[src/rtl/rev_gate_arbiter.sv]
// Two-requester arbiter/sequencer for a shared clocked reversible gate stage.
// Define REV_ARB_RR_EN for round-robin arbitration; the default is fixed priority with requester 0 first.
module rev_gate_arbiter #(
  parameter int unsigned WIDTH    = 32,
  parameter int unsigned GATE_LAT = 1
) (
  input  logic             clk,
  input  logic             rst,
  input  logic [1:0]       req_valid,
  output logic [1:0]       req_ready,
  input  logic [WIDTH-1:0] req_a0,
  input  logic [WIDTH-1:0] req_b0,
  input  logic [WIDTH-1:0] req_a1,
  input  logic [WIDTH-1:0] req_b1,
  output logic [WIDTH-1:0] gate_a,
  output logic [WIDTH-1:0] gate_b,
  input  logic [WIDTH-1:0] gate_p,
  input  logic [WIDTH-1:0] gate_q,
  input  logic [WIDTH-1:0] gate_r,
  output logic             rsp_valid,
  input  logic             rsp_ready,
  output logic             rsp_id,
  output logic [WIDTH-1:0] rsp_p,
  output logic [WIDTH-1:0] rsp_q,
  output logic [WIDTH-1:0] rsp_r,
  output logic             busy
);

  typedef enum logic [1:0] {
    IDLE = 2'd0,
    WAIT = 2'd1,
    RESP = 2'd2
  } state_t;

  state_t     state, state_n;
  logic [3:0] cnt;
  logic       grant;
  logic       accept;

`ifdef REV_ARB_RR_EN
  logic ptr;

  always_comb begin
    grant = (req_valid == 2'b11) ? ptr : req_valid[1];
  end
`else
  always_comb begin
    grant = ~req_valid[0];
  end
`endif

  always_comb begin
    state_n   = state;
    req_ready = '0;
    accept    = 1'b0;
    unique case (state)
      IDLE: begin
        if (!rst && req_valid[grant]) begin
          req_ready[grant] = 1'b1;
          accept           = 1'b1;
          state_n          = WAIT;
        end
      end
      WAIT: begin
        if (cnt == '0) state_n = RESP;
      end
      RESP: begin
        if (rsp_ready) state_n = IDLE;
      end
      default: state_n = IDLE;
    endcase
  end

  always_ff @(posedge clk or posedge rst) begin
    if (rst) state <= IDLE;
    else     state <= state_n;
  end

  // WAIT spans GATE_LAT+1 cycles: the gate output reflects gate_a/gate_b
  // only GATE_LAT edges after they change, so capture happens one edge later.
  always_ff @(posedge clk or posedge rst) begin
    if (rst) begin
      gate_a <= '0;
      gate_b <= '0;
      rsp_id <= 1'b0;
      rsp_p  <= '0;
      rsp_q  <= '0;
      rsp_r  <= '0;
      cnt    <= '0;
`ifdef REV_ARB_RR_EN
      ptr    <= 1'b0;
`endif
    end else begin
      if (accept) begin
        gate_a <= grant ? req_a1 : req_a0;
        gate_b <= grant ? req_b1 : req_b0;
        rsp_id <= grant;
        cnt    <= 4'(GATE_LAT);
`ifdef REV_ARB_RR_EN
        ptr    <= ~grant;
`endif
      end
      if (state == WAIT) begin
        if (cnt == '0) begin
          rsp_p <= gate_p;
          rsp_q <= gate_q;
          rsp_r <= gate_r;
        end else begin
          cnt <= cnt - 4'd1;
        end
      end
    end
  end

  assign rsp_valid = (state == RESP);
  assign busy      = (state != IDLE);

endmodule

[config.mk]
export PLATFORM = sky130hd
export DESIGN_NAME = rev_gate_arbiter
export DESIGN_NICKNAME = d
export VERILOG_FILES = /design/src/rtl/rev_gate_arbiter.sv
export SDC_FILE = /design/constraint.sdc
export NUM_CORES = 1
export LEC_CHECK = 0
export CORE_UTILIZATION = 28
export CTS_CLUSTER_DIAMETER = 200
export DETAILED_ROUTE_END_ITERATION = 8
export PLACE_DENSITY_LB_ADDON = 0.3
export REMOVE_ABC_BUFFERS = 1
export SYNTH_ARGS = -nofsm -noshare
export SYNTH_HDL_FRONTEND = slang
export SYNTH_SLANG_ARGS = --single-unit
[constraint.sdc]
create_clock -name clk -period 9.9 [get_ports clk]
set_clock_uncertainty 0.05 [all_clocks]
set_input_delay 1.485 -clock clk [delete_from_list [all_inputs] [get_ports clk]]
set_output_delay 1.485 -clock clk [all_outputs]
set_load 0.03 [all_outputs]
==> qor.yml <==
routing:
  drtIter0Drc: 264
  drt_pre_antenna_iters: 4
  drc: 0
  vias: 5599
  post_drt_wl_per_cell_um: 18.8
  ant_nets: 0
  drt_wl_total_mm: 22.1
  vias_per_cell: 4.77
worst_setup_path:
  critPathKind: "in -> out"
  crit_arrival_ns: 3.92
  endpoint_kind: "output port"
  required_ns: 8.37
  cp-start-kind: "input port"
  rr_worst_depth: 5
  r2r_start: "state[1]"
  cp_max_fo: 68
  crit_start: "rst"
die:
  rows: 56
  die_w_um: 159
  pin_count: 394
  floorplan.initialDensity: 0.289
  fp.dieH_um: 159
  core_area_mm2: 0.0238
  die-area_mm2: 0.0251
timing:
  slew_viol_final: 0
  hold_viol: 0
  fmax_ghz: 0.183
  min_period_over_period: 0.551
  worstMarginPinSlew_ns: 1.01
  setup_violations: 0
  max_slew_margin: 0.325
  min_period_ns: 5.45
  rsz0062_at_grt: "false"
  tns_ns: 0
yosys:
  syn_area_per_cell_um2: 14.6
  ys_ff_latch: 167
  post-synth-top-area-cell: "dfrtp_1"
  synthCells: 470
  synth_warnings: 0
  ys_types: 26
  synth_area_leaders: "dfrtp_1, mux2_2, a221o_1"
  seq_area_frac_synth: 0.609
  post-synth-top-area-fraction: 0.609
  synth_area_mm2: 0.00686
cells_and_area:
  nets: 1072
  layout_common_cells: "clkdlybuf4s50_1, dfrtp_1, mux2_2"
  utilization: 0.492
  nFillCells: 2113
  area_growth_pct: 70.2
  n_antenna_cell: 0
  drive_gt1_frac: 0.169
  final_common_cell: "clkdlybuf4s50_1"
placed_design:
  portBuffers: 393
  dp_hpwl_mm: 15.3
  gp_congestion: 0.718
grt:
  first_global_vias: 5647
  grt_pass1_wl_mm: 32.4
  grt_usage: 0.170
  overflow: 0
  antenna_found_initial: 0
  grt_max_degree: 108
clock_tree:
  cts_buffers: 17
  ctsRootBufferMaster: "clkbuf_16"
  post_cts.repair.setup_buffers: 0
  clockBufferDepth: 2
  htreeDepth: 4
  clk_pin_slew_worst_paths_ns: 0.06
  hold_buffers: 0
  postCtsResizedCells: 0
  cts_tree: "yes"
  worstSkewPairLatency_ns: 0.42
  clock-sinks: 167
worst_hold_path:
  holdCritStartpoint: "rsp_q[14]"
  min_delay_path_depth: 1
  holdCritPathClass: "reg -> reg"
job:
  maxCapViolCount: 0
power:
  ir_worst_vdd_mv: 0.137
  leakage_nw: 4.63
  pwr_density_cell_mw_per_mm2: 351
status:
  status: "finished, final reports clean"
report_power, final:
group | total, mW | switching, mW | internal [mW]
sequential | 1.22 | 0.187 | 1.03
combinational | 2.18 | 1.16 | 1.01
clock | 0.707 | 0.303 | 0.404
total | 4.10 | 1.65 | 2.45
cell families after synthesis:
kind of cell | Yosys count | synth area share
fa+ha+maj | 1 | 0.00182
buf+inv | 52 | 0.0332
flops | 167 | 0.609
compound gates | 72 | 0.101
simple gates | 81 | 0.0961
mux | 97 | 0.159
final timing paths:
path	end	slack (ns)
min reg2reg	rsp_q[14]	0.45
max in group asynchronous	cnt[0]	6.82
max	req_ready[1]	4.45
max reg2reg	cnt[3]	7.30
min in group asynchronous	rsp_p[29]	1.62
min	rsp_q[14]	0.45
per-layer routing:
layer	track usage	share of wire	up-vias
met5	0	0	-
met4	0.0485	0.016	0
met3	0.0719	0.10	18
met2	0.276	0.48	285
met1	0.204	0.40	2723
li1	-	-	2573
stage by stage:
stage | hold slack (ns) | instance area, um^2 | setup WS [ns] | power, mW | cells
after floorplan | 0.444 | 6650 | 3.08 | 2.46 | 423
after global placement | 0.435 | 11100 | 4.41 | 3.40 | 1142
after detailed placement | 0.441 | 11100 | 4.43 | 3.42 | 1142
after CTS | 0.456 | 11700 | 4.41 | 4.15 | 1173
after global routing | 0.464 | 11700 | 4.37 | 4.31 | 1173
final | 0.452 | 11700 | 4.45 | 4.10 | 1173
state kept, by name (all words and copies together), names as in the netlist:
name    flops
rsp_r      32
gate_a     32
cnt         4
rsp_q      32
state       2
gate_b     32
rsp_p      32
rsp_id      1
cells in the mapped netlist:
cell / n
dfrtp_1: 167
mux2_2: 97
a221o_1: 64
nor4b_1: 64
clkbuf_1: 29
buf_2: 8
buf_1: 7
inv_1: 5
nand2b_1: 4
buf_6: 3
nor2_1: 3
o21ai_0: 3
o22ai_1: 2
or3_1: 2
a21oi_1: 1
a311o_1: 1
a31o_2: 1
and3_1: 1
ha_1: 1
nand2_1: 1
nand3b_1: 1
nor2b_1: 1
nor3b_1: 1
nor4_1: 1
or2_1: 1
or2_2: 1
critical path, cell delays in order:
cell	delay, ns
clkdlybuf4s50_1	0.48
or3_2	0.44
buf_4	0.34
or2_2	0.40
nor2_1	0.09
clkdlybuf4s50_1	0.68
area by class of cell:
class | count | area, um^2 | area share
clock inverters | 14 | 190 | 0.0163
inverters | 5 | 23.8 | 0.00204
multi-input cells | 251 | 2480 | 0.212
repair buffers | 400 | 3980 | 0.341
clock buffers | 17 | 425 | 0.0364
well taps | 319 | 399 | 0.0342
flip-flops and latches | 167 | 4180 | 0.358
Power figures use the tool's default switching activity.
